<file path="src/rtl/rst_sequencer_if.sv">
// rst_sequencer_if
//   Bundles the sequencer's control inputs and reset/status outputs.
//   The clock and the system reset stay as plain ports on the sequencer.
//
//   SwRst_i       synchronous software reset request (level, sampled each edge)
//   StageRdy_i    per-stage ready handshake from the downstream blocks
//   StageRst_n_o  per-stage active-low reset to the downstream blocks
//   Busy_o        sequence in progress
//   Done_o        every stage released and ready
//   Fault_o       sticky stage-ready timeout
//
//   master: the side that drives requests/ready and observes the resets
//   slave : the sequencer itself
`timescale 1ns/1ps

interface rst_sequencer_if #(
    parameter int N_STAGES = 3
);
    logic                SwRst_i;
    logic [N_STAGES-1:0] StageRdy_i;
    logic [N_STAGES-1:0] StageRst_n_o;
    logic                Busy_o;
    logic                Done_o;
    logic                Fault_o;

    modport master (
        output SwRst_i,
        output StageRdy_i,
        input  StageRst_n_o,
        input  Busy_o,
        input  Done_o,
        input  Fault_o
    );

    modport slave (
        input  SwRst_i,
        input  StageRdy_i,
        output StageRst_n_o,
        output Busy_o,
        output Done_o,
        output Fault_o
    );
endinterface

</file>
<file path="src/rtl/rst_sequencer.sv">
// rst_sequencer
//   Power-on / software reset sequencer. Synchronizes release of the
//   asynchronous system reset, holds every stage reset for STRETCH cycles,
//   then releases the stage resets one at a time. Each stage must show
//   ready within TIMEOUT cycles of its release; a ready stage is followed by
//   STAGE_GAP cycles before the next one is released. A missed ready drops
//   every stage back into reset and latches Fault_o until a software reset
//   or a system reset.
//
//   Ports
//     Clk    system clock, rising edge
//     Rst_n  asynchronous active-low reset (release synchronized internally)
//     bus    rst_sequencer_if.slave: SwRst_i, StageRdy_i in;
//            StageRst_n_o, Busy_o, Done_o, Fault_o out (all registered)
`timescale 1ns/1ps

module rst_sequencer #(
    parameter int N_STAGES    = 3,
    parameter int STRETCH     = 16,
    parameter int STAGE_GAP   = 4,
    parameter int TIMEOUT     = 32,
    parameter int SYNC_STAGES = 2
) (
    input logic             Clk,
    input logic             Rst_n,
    rst_sequencer_if.slave  bus
);

    localparam int MAX_SG  = (STRETCH > STAGE_GAP) ? STRETCH : STAGE_GAP;
    localparam int MAX_CNT = (MAX_SG > TIMEOUT) ? MAX_SG : TIMEOUT;
    localparam int CNT_W   = $clog2(MAX_CNT + 1);
    localparam int IDX_W   = (N_STAGES > 1) ? $clog2(N_STAGES) : 1;

    // The counter value seen on the edge that completes each interval.
    localparam logic [CNT_W-1:0] STRETCH_LAST = CNT_W'(STRETCH - 1);
    localparam logic [CNT_W-1:0] GAP_LAST     = CNT_W'(STAGE_GAP - 1);
    localparam logic [CNT_W-1:0] TIMEOUT_LAST = CNT_W'(TIMEOUT - 1);
    localparam logic [IDX_W-1:0] LAST_IDX     = IDX_W'(N_STAGES - 1);

    typedef enum logic [2:0] {
        S_HOLD,
        S_WAIT,
        S_GAP,
        S_DONE,
        S_FAULT
    } state_t;

    state_t               state_q, state_d;
    logic [CNT_W-1:0]     cnt_q, cnt_d;
    logic [IDX_W-1:0]     idx_q, idx_d;
    logic [SYNC_STAGES-1:0] sync_q, sync_d;
    logic [N_STAGES-1:0]  stage_rst_n_q, stage_rst_n_d;
    logic                 busy_q, busy_d;
    logic                 done_q, done_d;
    logic                 fault_q, fault_d;

    logic                 rel_fire;
    logic [IDX_W-1:0]     rel_idx;

    always_comb begin
        // Release chain: shifts ones in once Rst_n is high; the top bit is
        // the synchronized "reset released" qualifier for the FSM.
        sync_d        = {sync_q[SYNC_STAGES-2:0], 1'b1};
        state_d       = state_q;
        cnt_d         = cnt_q;
        idx_d         = idx_q;
        stage_rst_n_d = stage_rst_n_q;
        rel_fire      = 1'b0;
        rel_idx       = '0;

        if (bus.SwRst_i) begin
            state_d       = S_HOLD;
            cnt_d         = '0;
            idx_d         = '0;
            stage_rst_n_d = '0;
        end else if (sync_q[SYNC_STAGES-1]) begin
            case (state_q)
                S_HOLD: begin
                    if (cnt_q == STRETCH_LAST) begin
                        rel_fire = 1'b1;
                        rel_idx  = '0;
                    end else begin
                        cnt_d = cnt_q + CNT_W'(1);
                    end
                end
                S_WAIT: begin
                    // Ready wins over a timeout landing on the same edge.
                    if (bus.StageRdy_i[idx_q]) begin
                        state_d = (idx_q == LAST_IDX) ? S_DONE : S_GAP;
                        cnt_d   = '0;
                    end else if (cnt_q == TIMEOUT_LAST) begin
                        state_d       = S_FAULT;
                        cnt_d         = '0;
                        stage_rst_n_d = '0;
                    end else begin
                        cnt_d = cnt_q + CNT_W'(1);
                    end
                end
                S_GAP: begin
                    if (cnt_q == GAP_LAST) begin
                        rel_fire = 1'b1;
                        rel_idx  = idx_q + IDX_W'(1);
                    end else begin
                        cnt_d = cnt_q + CNT_W'(1);
                    end
                end
                S_DONE, S_FAULT: begin
                    // Terminal until SwRst_i or Rst_n.
                end
                default: begin
                    state_d       = S_HOLD;
                    cnt_d         = '0;
                    idx_d         = '0;
                    stage_rst_n_d = '0;
                end
            endcase

            // A stage's ready is already observed on its own release edge,
            // so a block that is ready immediately skips the WAIT state.
            if (rel_fire) begin
                stage_rst_n_d = stage_rst_n_q | (N_STAGES'(1) << rel_idx);
                idx_d         = rel_idx;
                cnt_d         = '0;
                if (bus.StageRdy_i[rel_idx]) begin
                    state_d = (rel_idx == LAST_IDX) ? S_DONE : S_GAP;
                end else begin
                    state_d = S_WAIT;
                end
            end
        end

        // Status is decoded from the next state so the flags are registered
        // and exactly one of them is ever set.
        busy_d  = (state_d == S_HOLD) || (state_d == S_WAIT) || (state_d == S_GAP);
        done_d  = (state_d == S_DONE);
        fault_d = (state_d == S_FAULT);
    end

    always_ff @(posedge Clk or negedge Rst_n) begin
        if (!Rst_n) begin
            state_q       <= S_HOLD;
            cnt_q         <= '0;
            idx_q         <= '0;
            sync_q        <= '0;
            stage_rst_n_q <= '0;
            busy_q        <= 1'b1;
            done_q        <= 1'b0;
            fault_q       <= 1'b0;
        end else begin
            state_q       <= state_d;
            cnt_q         <= cnt_d;
            idx_q         <= idx_d;
            sync_q        <= sync_d;
            stage_rst_n_q <= stage_rst_n_d;
            busy_q        <= busy_d;
            done_q        <= done_d;
            fault_q       <= fault_d;
        end
    end

    assign bus.StageRst_n_o = stage_rst_n_q;
    assign bus.Busy_o       = busy_q;
    assign bus.Done_o       = done_q;
    assign bus.Fault_o      = fault_q;

endmodule
</file>
<file path="src/flat_wrapper.sv">
// flat-port wrapper written by rule: the top's interface ports become plain ports
module rst_sequencer_flat 
#(
    parameter int N_STAGES    = 3,
    parameter int STRETCH     = 16,
    parameter int STAGE_GAP   = 4,
    parameter int TIMEOUT     = 32,
    parameter int SYNC_STAGES = 2
)
  (Clk, Rst_n, bus_SwRst_i, bus_StageRdy_i, bus_StageRst_n_o, bus_Busy_o, bus_Done_o, bus_Fault_o);
  rst_sequencer_if #(.N_STAGES(N_STAGES)) bus_i ();
  input logic Clk;
  input logic Rst_n;
  input wire logic [$bits(bus_i.SwRst_i)-1:0] bus_SwRst_i;
  input wire logic [$bits(bus_i.StageRdy_i)-1:0] bus_StageRdy_i;
  output wire logic [$bits(bus_i.StageRst_n_o)-1:0] bus_StageRst_n_o;
  output wire logic [$bits(bus_i.Busy_o)-1:0] bus_Busy_o;
  output wire logic [$bits(bus_i.Done_o)-1:0] bus_Done_o;
  output wire logic [$bits(bus_i.Fault_o)-1:0] bus_Fault_o;
  assign bus_i.SwRst_i = bus_SwRst_i;
  assign bus_i.StageRdy_i = bus_StageRdy_i;
  assign bus_StageRst_n_o = bus_i.StageRst_n_o;
  assign bus_Busy_o = bus_i.Busy_o;
  assign bus_Done_o = bus_i.Done_o;
  assign bus_Fault_o = bus_i.Fault_o;
  rst_sequencer #(.N_STAGES(N_STAGES), .STRETCH(STRETCH), .STAGE_GAP(STAGE_GAP), .TIMEOUT(TIMEOUT), .SYNC_STAGES(SYNC_STAGES)) u_core (.Clk(Clk), .Rst_n(Rst_n), .bus(bus_i));
endmodule
</file>
<file path="config.mk">
export PLATFORM = sky130hd
export DESIGN_NAME = rst_sequencer_flat
export DESIGN_NICKNAME = d
export VERILOG_FILES = /design/src/rtl/rst_sequencer_if.sv /design/src/rtl/rst_sequencer.sv /design/src/flat_wrapper.sv
export SDC_FILE = /design/constraint.sdc
export NUM_CORES = 1
export LEC_CHECK = 0
export ABC_AREA = 1
export CAP_MARGIN = 0
export CORE_ASPECT_RATIO = 1.25
export CORE_MARGIN = 2
export CORE_UTILIZATION = 60
export CTS_BUF_LIST = sky130_fd_sc_hd__clkbuf_8
export DETAILED_ROUTE_END_ITERATION = 6
export MAX_ROUTING_LAYER = met4
export PLACE_DENSITY = 0.83
export SETUP_SLACK_MARGIN = 0.1
export SLEW_MARGIN = 10
export SYNTH_ARGS = -nofsm -noshare
export SYNTH_HDL_FRONTEND = slang
export SYNTH_SLANG_ARGS = --single-unit
</file>
<file path="constraint.sdc">
create_clock -name Clk -period 4.5 [get_ports Clk]
set_input_delay 1.35 -clock Clk [delete_from_list [all_inputs] [get_ports Clk]]
set_output_delay 1.35 -clock Clk [all_outputs]
set_load 0.1 [all_outputs]
</file>
# After elaboration in Yosys (flattened, before gate mapping)
# Cells that the tools add are included.
# word_totals
reg_bits	19
latch_bits	0
ram_bits	0
rom_bits	0
in_bits	6
output_inout_bits	6
elab_cells	85
mem_count	0
# classes
addsub	2
mul	0
div_mod_pow	0
magnitude_cmp	2
eq_ne	20
shift	1
mux	40
n_bitwise	1
n_reduce_logical	11
# op_table
op	n
$mux W6	7
$mux W3	11
$pmux W6 S4	1
$mux W2	8
$eq A3 B2 Y1 const B	4
$ne A4 B4 Y1 const B	3
$pmux W3 S2	2
$mux W1	8
$reduce_and A4 Y1	2
$add A6 B1 Y6 const B	1
$eq A3 B1 Y1 const B	2
$eq A3 B3 Y1 const B	2
$eq A6 B2 Y1 const B	1
$eq A6 B4 Y1 const B	1
$eq A6 B5 Y1 const B	1
$logic_not A3 Y1	2
$lt A2 B3 Y1 const B	2
$ne A3 B1 Y1 const B	2
$reduce_or A5 Y1	1
$bmux W1 S2	2
$eq A2 B2 Y1 const B	2
$ne A4 B2 Y1 const B	1
$reduce_or A4 Y1	1
$ne A3 B2 Y1 const B	1
8 further kinds	9

# Longest topological paths before layout
# Gate-level depths: netlist (run 1).
# depth
depth_word	14
depth_mapped	13
mapped_depth_nobuf	13

# Least setup slack after synthesis (run 1)
# No wires, ideal clock.
# synth_timing
path_type	input port to flip-flop
from	input bus_StageRdy_i[1]
to	register u_core.stage_rst_n_q[0] (netlist: u_core.bus.StageRst_n_o[0])
setup_time_ns	0.138
arrival_time_ns	2.125
required_time_ns	4.362
slack_ns	2.237
path_stages	8
n_path_buf	0
path_cell_list	nand2_1 > nand3_1 > nand2_1 > nand2_1 > nand2_1 > nand2_1 > o31ai_1 > a21oi_1
# synth_between
elab_chain_len	4
# synth_lines
item	line	rtl
start: declaration	flat_wrapper.sv:15	input wire logic [$bits(bus_i.StageRdy_i)-1:0] bus_StageRdy_i;
$bmux W1 S2	rst_sequencer.sv:88	if (bus.StageRdy_i[idx_q]) begin
$mux W1 (not written as such)	rst_sequencer.sv:88	
$ne A4 B4 Y1 (no line)	-	
$reduce_and A4 Y1 (no line)	-	
end signal: assignment	rst_sequencer.sv:154	stage_rst_n_q <= stage_rst_n_d;
end: declaration	rst_sequencer.sv:52	logic [N_STAGES-1:0] stage_rst_n_q, stage_rst_n_d;
# No other way between the ends. The select of a mux whose other input is x is not followed.
# A chain may end at the register's enable or synchronous reset.

# Worst setup path in the final report (run 1)
# layout_timing
from	register u_core.busy_q (netlist: u_core.bus.Busy_o)
to	output bus_Busy_o
# layout_lines
item	line	rtl
start: declaration	rst_sequencer.sv:53	logic busy_q, busy_d;
start signal: assignment	rst_sequencer.sv:155	busy_q <= busy_d;
end: declaration	flat_wrapper.sv:17	output wire logic [$bits(bus_i.Busy_o)-1:0] bus_Busy_o;
# No word-level cell between the ends.

==> parameters.txt, run 1 <==
Parameter                              Value

Run
  Maximum Capacitance Violations ... 0

Pwr
  Clock network fraction of design power ... 33.6%
  Maximum ir drop on the vdd rail ... 259 uV
  Static leakage power ... 0.680 nW
  Switching power total ... 0.0000994 W
  Pwr per Cell Area ... 246 nW/um^2
  Switching part of the total ... 27.9%
  Internal portion of total power ... 0.000257 W
  Share of power burned in registers ... 51.0%
  Combinational fraction of design power ... 15.4%

Synthesis
  #FFs+latches synth ... 19
  Synthesized netlist net count ... 182
  Syn Inst Count ... 174
  Mean cell area of the mapped netlist ... 7.33 um^2
  Cell variety after synth ... 35
  Cell area after synthesis ... 1280 um^2
  Synthesis warning total ... 0
  Fraction of the yosys area taken by sequential cells ... 37.4%

Route
  Number of vias after detailed routing ... 1177
  Violation count after the first detailed-routing iteration ... 18
  Number of nets still failing antenna checks after routing ... 0
  Number of search-and-repair iterations in the first detailed-routing pass ... 4
  DRC violation count after routing ... 0
  Vias per inst ... 5.66
  Routed length per placed instance ... 12.5 um
  Detailed Route WL ... 2.60 mm

Finish
  FF+latch area ... 477 um^2
  Combined area of the multi-input logic cells ... 673 um^2
  Fraction of final layout cells sized beyond drive strength 1 ... 16.0%
  Top library cells by usage in the layout, fill and taps aside ... 46 x sky130_fd_sc_hd__nand2_1, 24 x sky130_fd_sc_hd__inv_1, 18 x sky130_fd_sc_hd__dfrtp_1
  Number of fill cells in the layout ... 169
  Leading cell type in the layout, fill and taps excluded ... sky130_fd_sc_hd__nand2_1
  Final net count ... 197
  Ant diodes ... 0
  Area growth syn-to-layout ... 13.3%
  Post-route insts no fill ... 208

Worst setup path
  Worst Path Arrival ... 1.90 ns
  Required time of the worst setup path ... 3.15 ns
  Cell with the largest stage delay on the worst path ... sky130_fd_sc_hd__clkdlybuf4s50_1
  Cells along the critical path ... clkdlybuf4s50_1
  CP Capture Type ... output pin
  Worst Setup Start Kind ... flop
  Classification of the worst setup path ... flop to output pin
  Critical Path Max Stage Delay ... 1.12 ns
  CP delay by family, top ... buffers and inverters
  Stages on worst setup path ... 1
  Buffering stage count on the worst path with inverters included ... 1
  Top fanout value on the critical path ... 1
  Length in cells of the worst reg-to-reg path ... 11

CTS
  Post-CTS Hold Buffers ... 0
  Post-CTS setup-driven buffer insertion count ... 0
  CTS tree ... yes
  Clock-pin transition on the worst setup and hold timing paths ... 0.07 ns
  # H-tree levels ... 1
  Root Buffer Master ... sky130_fd_sc_hd__clkbuf_8
  Maximum count of clock buffers along a single path ... 2
  Number of clock buffers inserted by TritonCTS ... 3
  Clk_lat worst skew ... 0.26 ns
  Number of gates given a new drive strength after cts ... 0
  CTS Sinks ... 19

Global route
  Busiest layer in global routing ... met2
  Grt met3 use ... 3.59%
  First-pass GRT wire length ... 4.57 mm
  Global-route met1 utilization ... 29.9%
  Total congestion overflow ... 0
  GRT Resource Usage Total ... 24.6%
  Global routing met2 resource utilization ... 39.0%
  Antenna violations before repair ... 0
  Via count of the first global-routing pass ... 1139
  Pin count of the biggest net entering global routing ... 20

Timing
  Setup Total Neg Slack ... 0 ns
  Fin. max-slew vios ... 0
  Crit share post-route ... 72.2%
  Normalized max-slew margin ... 35.5%
  Final worst path period need ... 3.25 ns
  Worst Tran Pin Value ... 0.964 ns
  Worst hold-check slack ... 0.365 ns
  Worst clock skew ... 0.00306 ns
  Max Freq ... 308 MHz
  Total setup violations reported at the end of the flow ... 0
  Setup repair after global routing missed its margin ... no
  Count of endpoints failing hold in the final timing report ... 0

Worst hold path
  Class of the tightest hold or removal check ... flop to flop
  Hold Crit Depth ... 0

Die
  Number of standard-cell rows in the floorplan ... 18
  Area enclosed by the die boundary ... 2510 um^2
  Core outline area ... 2000 um^2
  Die height ... 55.6 um
  Count of pins on the block boundary ... 12
  Starting utilization of the core area ... 63.7%
  Die X ... 45.3 um

Placement
  Routability cong. ... 0.906
  Buffers on Ports ... 11
  Number of placed instances, taps included ... 204
  Final HPWL from detailed placement ... 2.06 mm

Outcome
  Status ... completed
-- flip-flops by register name (all words and copies together), names as in the netlist --
name and cells:
u_core.bus.Fault_o 1, u_core.bus.Busy_o 1, u_core.state_q 3, u_core.bus.StageRst_n_o 3, u_core.bus.Done_o 1, u_core.cnt_q 6
u_core.sync_q 2, u_core.idx_q 2
-- worst paths after layout --
path | start | to | slack [ns]
max | u_core.bus.Busy_o$_DFF_PN1_ | bus_Busy_o | 1.25
min | u_core.sync_q[0]$_DFF_PN0_ | u_core.sync_q[1]$_DFF_PN0_ | 0.37
max reg2reg | u_core.cnt_q[1]$_DFFE_PN0P_ | u_core.bus.Done_o$_DFF_PN0_ | 2.73
min reg2reg | u_core.sync_q[0]$_DFF_PN0_ | u_core.sync_q[1]$_DFF_PN0_ | 0.37
max in group asynchronous | Rst_n | u_core.cnt_q[5]$_DFFE_PN0P_ | 2.44
min in group asynchronous | Rst_n | u_core.bus.StageRst_n_o[2]$_DFFE_PN0P_ | 1.56
-- metrics by stage --
stage	worst slack, ns	area [um^2]	util, %	total power [W]
floorplan	2.24	1280	-	0.000224
global placement	1.54	1400	69.9	0.000238
detailed placement	1.53	1400	69.9	0.000240
CTS	1.25	1450	72.2	0.000359
global route	1.23	1450	72.2	0.000371
finish	1.25	1450	72.2	0.000356
-- synthesized netlist by cell type, drive strengths merged --
master,count,area (um^2)
a22oi,1,7.51
nor2,17,96.3
nand4,5,37.5
dfstp,1,26.3
nor4,1,6.26
a21oi,12,86.3
a31oi,1,6.26
ha,2,25.0
o2111ai,1,8.76
buf,1,11.3
nand3,16,90.1
clkinv,1,3.75
inv,29,111
o31ai,1,7.51
or2,2,12.5
nand2,49,196
nor3,2,15.0
o21ai,11,58.8
a21boi,1,7.51
dfrtp,18,450
conb,1,3.75
o211ai,1,7.51
-- area by class of cell --
cell class	count	share of cell area (%)
clock buffers	3	2.85
clock inverters	1	0.346
repair buffers	11	7.61
inverters	30	7.96
well taps	20	1.73
multi-input cells	124	46.5
flip-flops and latches	19	33.0
-- routing by layer --
layer  vias to the layer above  wire length [um]
li1                        592                 -
met1                       548              1100
met2                        30              1340
met3                         7               100
met4                         0                60
met5                         -                 0
-- cells by family (layout without fill, tap and decap cells) --
kind of cell	Yosys count	after routing	share of synthesized area (%)
compound gates	29	29	14.9
flops	19	19	37.4
simple gates	92	92	35.6
buf+inv	31	45	9.90
fa+ha+maj	2	2	1.96
other cells	1	1	0.294
-- power groups by stage --
stage	combinational [W]	sequential (W)	clock, W
3_5_place_dp	0.0000550	0.000185	0
4_1_cts	0.0000552	0.000182	0.000122
3_3_place_gp	0.0000538	0.000185	0
6_report	0.0000550	0.000182	0.000120
2_1_floorplan	0.0000356	0.000189	0
5_1_grt	0.0000619	0.000183	0.000126
(Power assumes the default switching activity.)
==> run 2: changes to the inputs <==
--- a/config.mk
+++ b/config.mk
@@ -9,11 +9,11 @@
 export CAP_MARGIN = 0
 export CORE_ASPECT_RATIO = 1.25
 export CORE_MARGIN = 2
-export CORE_UTILIZATION = 60
+export CORE_UTILIZATION = 53
 export CTS_BUF_LIST = sky130_fd_sc_hd__clkbuf_8
 export DETAILED_ROUTE_END_ITERATION = 6
 export MAX_ROUTING_LAYER = met4
-export PLACE_DENSITY = 0.83
+export PLACE_DENSITY = 0.78
 export SETUP_SLACK_MARGIN = 0.1
 export SLEW_MARGIN = 10
 export SYNTH_ARGS = -nofsm -noshare
==> constraint.sdc (replaced) <==
create_clock -name Clk -period 2.8 [get_ports Clk]
set_input_delay 0.84 -clock Clk [delete_from_list [all_inputs] [get_ports Clk]]
set_output_delay 0.84 -clock Clk [all_outputs]
set_load 0.1 [all_outputs]
==> run 2 against run 1 <==
Against the previous run:
- clock skew is 0.0016 ns lower
- design area is 0.43% higher
- sequential share of layout area is 0.14 points lower
- first-iteration DRC count is 67% higher
- wire length is 3.5% higher
- die area is 12% higher
- via count is 0.42% lower
- combinational power is 64% higher
- count of clock-buffer cells in the layout stayed put
- setup slack worse by 0.57 ns
==> parameters.txt, run 2 (synthesis gave the netlist of run 1 again) <==
Parameter                              Value

Route
  Violation count after the first detailed-routing iteration ... 30 (was 18)
  Number of nets still failing antenna checks after routing ... 0 (unchanged)
  DRC violation count after routing ... 0 (unchanged)
  Number of vias after detailed routing ... 1172 (was 1177)
  Detailed Route WL ... 2.69 mm (was 2.60 mm)
  Routed length per placed instance ... 12.2 um (was 12.5 um)
  Number of search-and-repair iterations in the first detailed-routing pass ... 4 (unchanged)
  Vias per inst ... 5.33 (was 5.66)

Timing
  Total setup violations reported at the end of the flow ... 0 (unchanged)
  Max Freq ... 471 MHz
  Setup Total Neg Slack ... 0 ns (unchanged)
  Worst hold-check slack ... 0.357 ns (was 0.365 ns)
  Final worst path period need ... 2.12 ns
  Fin. max-slew vios ... 0 (unchanged)
  Setup repair after global routing missed its margin ... no (unchanged)
  Worst clock skew ... 0.00145 ns (was 0.00306 ns)
  Crit share post-route ... 75.8%
  Count of endpoints failing hold in the final timing report ... 0 (unchanged)

Placement
  Number of placed instances, taps included ... 216 (was 204)
  Buffers on Ports ... 11 (unchanged)
  DP Area ... 1410 um^2 (was 1400 um^2)
  Final HPWL from detailed placement ... 2.11 mm (was 2.06 mm)
  Routability cong. ... 0.880 (was 0.906)

Worst setup path
  Cell with the largest stage delay on the worst path ... sky130_fd_sc_hd__clkdlybuf4s50_1 (unchanged)
  Worst Setup Start Kind ... input port (was flop)
  Classification of the worst setup path ... input port to flop (was flop to output pin)
  Most Frequent Cell on Critical Path ... sky130_fd_sc_hd__nand2_1
  CP delay by family, top ... simple AND/OR/NAND/NOR gates (was buffers and inverters)
  Required time of the worst setup path ... 2.93 ns (was 3.15 ns)
  Worst Path Arrival ... 2.25 ns (was 1.90 ns)
  Cells along the critical path ... clkdlybuf4s50_1, nand2_1, nand3_1, nand2_1, nand2_1, nand2_1, nand2_1, o31ai_1, a21oi_1 (was clkdlybuf4s50_1)
  Buffering stage count on the worst path with inverters included ... 1 (unchanged)
  Top fanout value on the critical path ... 3 (was 1)
  CP Capture Type ... flop (was output pin)
  Critical Path Max Stage Delay ... 0.43 ns (was 1.12 ns)

Die
  Count of pins on the block boundary ... 12 (unchanged)
  Die X ... 47.9 um (was 45.3 um)
  Starting utilization of the core area ... 57.1% (was 63.7%)
  Area enclosed by the die boundary ... 2820 um^2 (was 2510 um^2)
  Number of standard-cell rows in the floorplan ... 19 (was 18)
  Core outline area ... 2230 um^2 (was 2000 um^2)
  Die height ... 58.9 um (was 55.6 um)

Finish
  Largest register by flop count ... u_core.cnt_q (unchanged)
  Ant diodes ... 0 (unchanged)
  Number of fill cells in the layout ... 209 (was 169)
  Layout Cell Area excl Fill ... 1450 um^2 (about the same)
  Fraction of final layout cells sized beyond drive strength 1 ... 19.6% (was 16.0%)
  Largest register FFs ... 6 (unchanged)
  Final net count ... 198 (was 197)
  Top library cells by usage in the layout, fill and taps aside ... 46 x sky130_fd_sc_hd__nand2_1, 24 x sky130_fd_sc_hd__inv_1, 18 x sky130_fd_sc_hd__dfrtp_1 (unchanged)
  Post-route insts no fill ... 220 (was 208)
  Area growth syn-to-layout ... 13.8% (was 13.3%)
  Leading cell type in the layout, fill and taps excluded ... sky130_fd_sc_hd__nand2_1 (unchanged)

Global route
  Pin count of the biggest net entering global routing ... 20 (unchanged)
  Via count of the first global-routing pass ... 1177 (was 1139)
  Total congestion overflow ... 0 (unchanged)
  First-pass GRT wire length ... 4.80 mm (was 4.57 mm)
  Antenna violations before repair ... 0 (unchanged)
  GRT Resource Usage Total ... 24.1% (was 24.6%)

Run
  Maximum Capacitance Violations ... 0 (unchanged)

CTS
  Number of clock buffers inserted by TritonCTS ... 3 (unchanged)
  Clock-pin transition on the worst setup and hold timing paths ... 0.07 ns (about the same)
  Clk_lat worst skew ... 0.25 ns (was 0.26 ns)
  CTS tree ... yes (unchanged)
  Post-CTS setup-driven buffer insertion count ... 0 (unchanged)
  Root Buffer Master ... sky130_fd_sc_hd__clkbuf_8 (unchanged)
  CTS Sinks ... 19 (unchanged)
  # H-tree levels ... 1 (unchanged)
  Number of gates given a new drive strength after cts ... 0 (unchanged)
  Maximum count of clock buffers along a single path ... 2 (unchanged)
  Post-CTS Hold Buffers ... 0 (unchanged)

Outcome
  Status ... completed (unchanged)

Worst hold path
  Class of the tightest hold or removal check ... flop to flop (unchanged)

Pwr
  Pwr per Cell Area ... 393 nW/um^2 (was 246 nW/um^2)
  Maximum ir drop on the vdd rail ... 392 uV (was 259 uV)
  Static leakage power ... 0.694 nW (was 0.680 nW)
  Total power ... 0.000571 W (was 0.000356 W)
[run 2: metal layers]
layer	vias up	routed length, um	global-route usage, %
met5	-	0	-
met4	0	63	10.0
met3	8	67	3.37
met2	33	1390	40.6
met1	539	1170	27.5
li1	592	-	-
[run 2: power breakdown]
part,internal (W),switching [W],leakage [nW]
sequential,0.000283,0.00000888,0.254
combinational,0.0000313,0.0000587,0.415
clock,0.0000988,0.0000906,0.0255
[run 2: final timing paths]
kind | endpoint | from | slack [ns] | cells past startpoint
worst min register to register | u_core.sync_q[1]$_DFF_PN0_ | u_core.sync_q[0]$_DFF_PN0_ | 0.36 | 0
max in group asynchronous | u_core.bus.Busy_o$_DFF_PN1_ | Rst_n | 1.62 | 2
worst min-delay path | u_core.sync_q[1]$_DFF_PN0_ | u_core.sync_q[0]$_DFF_PN0_ | 0.36 | 0
worst max register to register | u_core.bus.Done_o$_DFF_PN0_ | u_core.cnt_q[0]$_DFFE_PN0P_ | 1.00 | 11
min in group asynchronous | u_core.idx_q[0]$_DFFE_PN0P_ | Rst_n | 0.92 | 2
worst max-delay path | u_core.bus.StageRst_n_o[2]$_DFFE_PN0P_ | bus_StageRdy_i[1] | 0.68 | 9
[run 2: layout make-up]
class                   count  area, um^2  share of cell area [%]
clock buffers               3        41.3                    2.84
clock inverters             1        5.00                   0.345
inverters                  30         115                    7.92
multi-input cells         124         673                    46.3
flip-flops and latches     19         477                    32.8
well taps                  31        38.8                    2.67
repair buffers             12         103                    7.06
[run 2: worst register-to-register path, stage by stage (launching register included)]
cell and delay [ns]:
sky130_fd_sc_hd__dfrtp_1 0.37, sky130_fd_sc_hd__ha_1 0.23, sky130_fd_sc_hd__nand2_1 0.09, sky130_fd_sc_hd__nor2_1 0.17, sky130_fd_sc_hd__nand4_2 0.13, sky130_fd_sc_hd__nand2_4 0.14
sky130_fd_sc_hd__nand3_1 0.16, sky130_fd_sc_hd__nand2_1 0.10, sky130_fd_sc_hd__nand2_1 0.06, sky130_fd_sc_hd__nand2_1 0.13, sky130_fd_sc_hd__nand2_1 0.07, sky130_fd_sc_hd__nor2_1 0.09
[run 2: through the flow]
step / util [%] / setup WS [ns]
finish: 65.0 / 0.679
global route: 65.0 / 0.518
CTS: 65.0 / 0.684
detailed placement: 62.9 / 0.419
global placement: 62.9 / 0.517
floorplan: - / 1.05
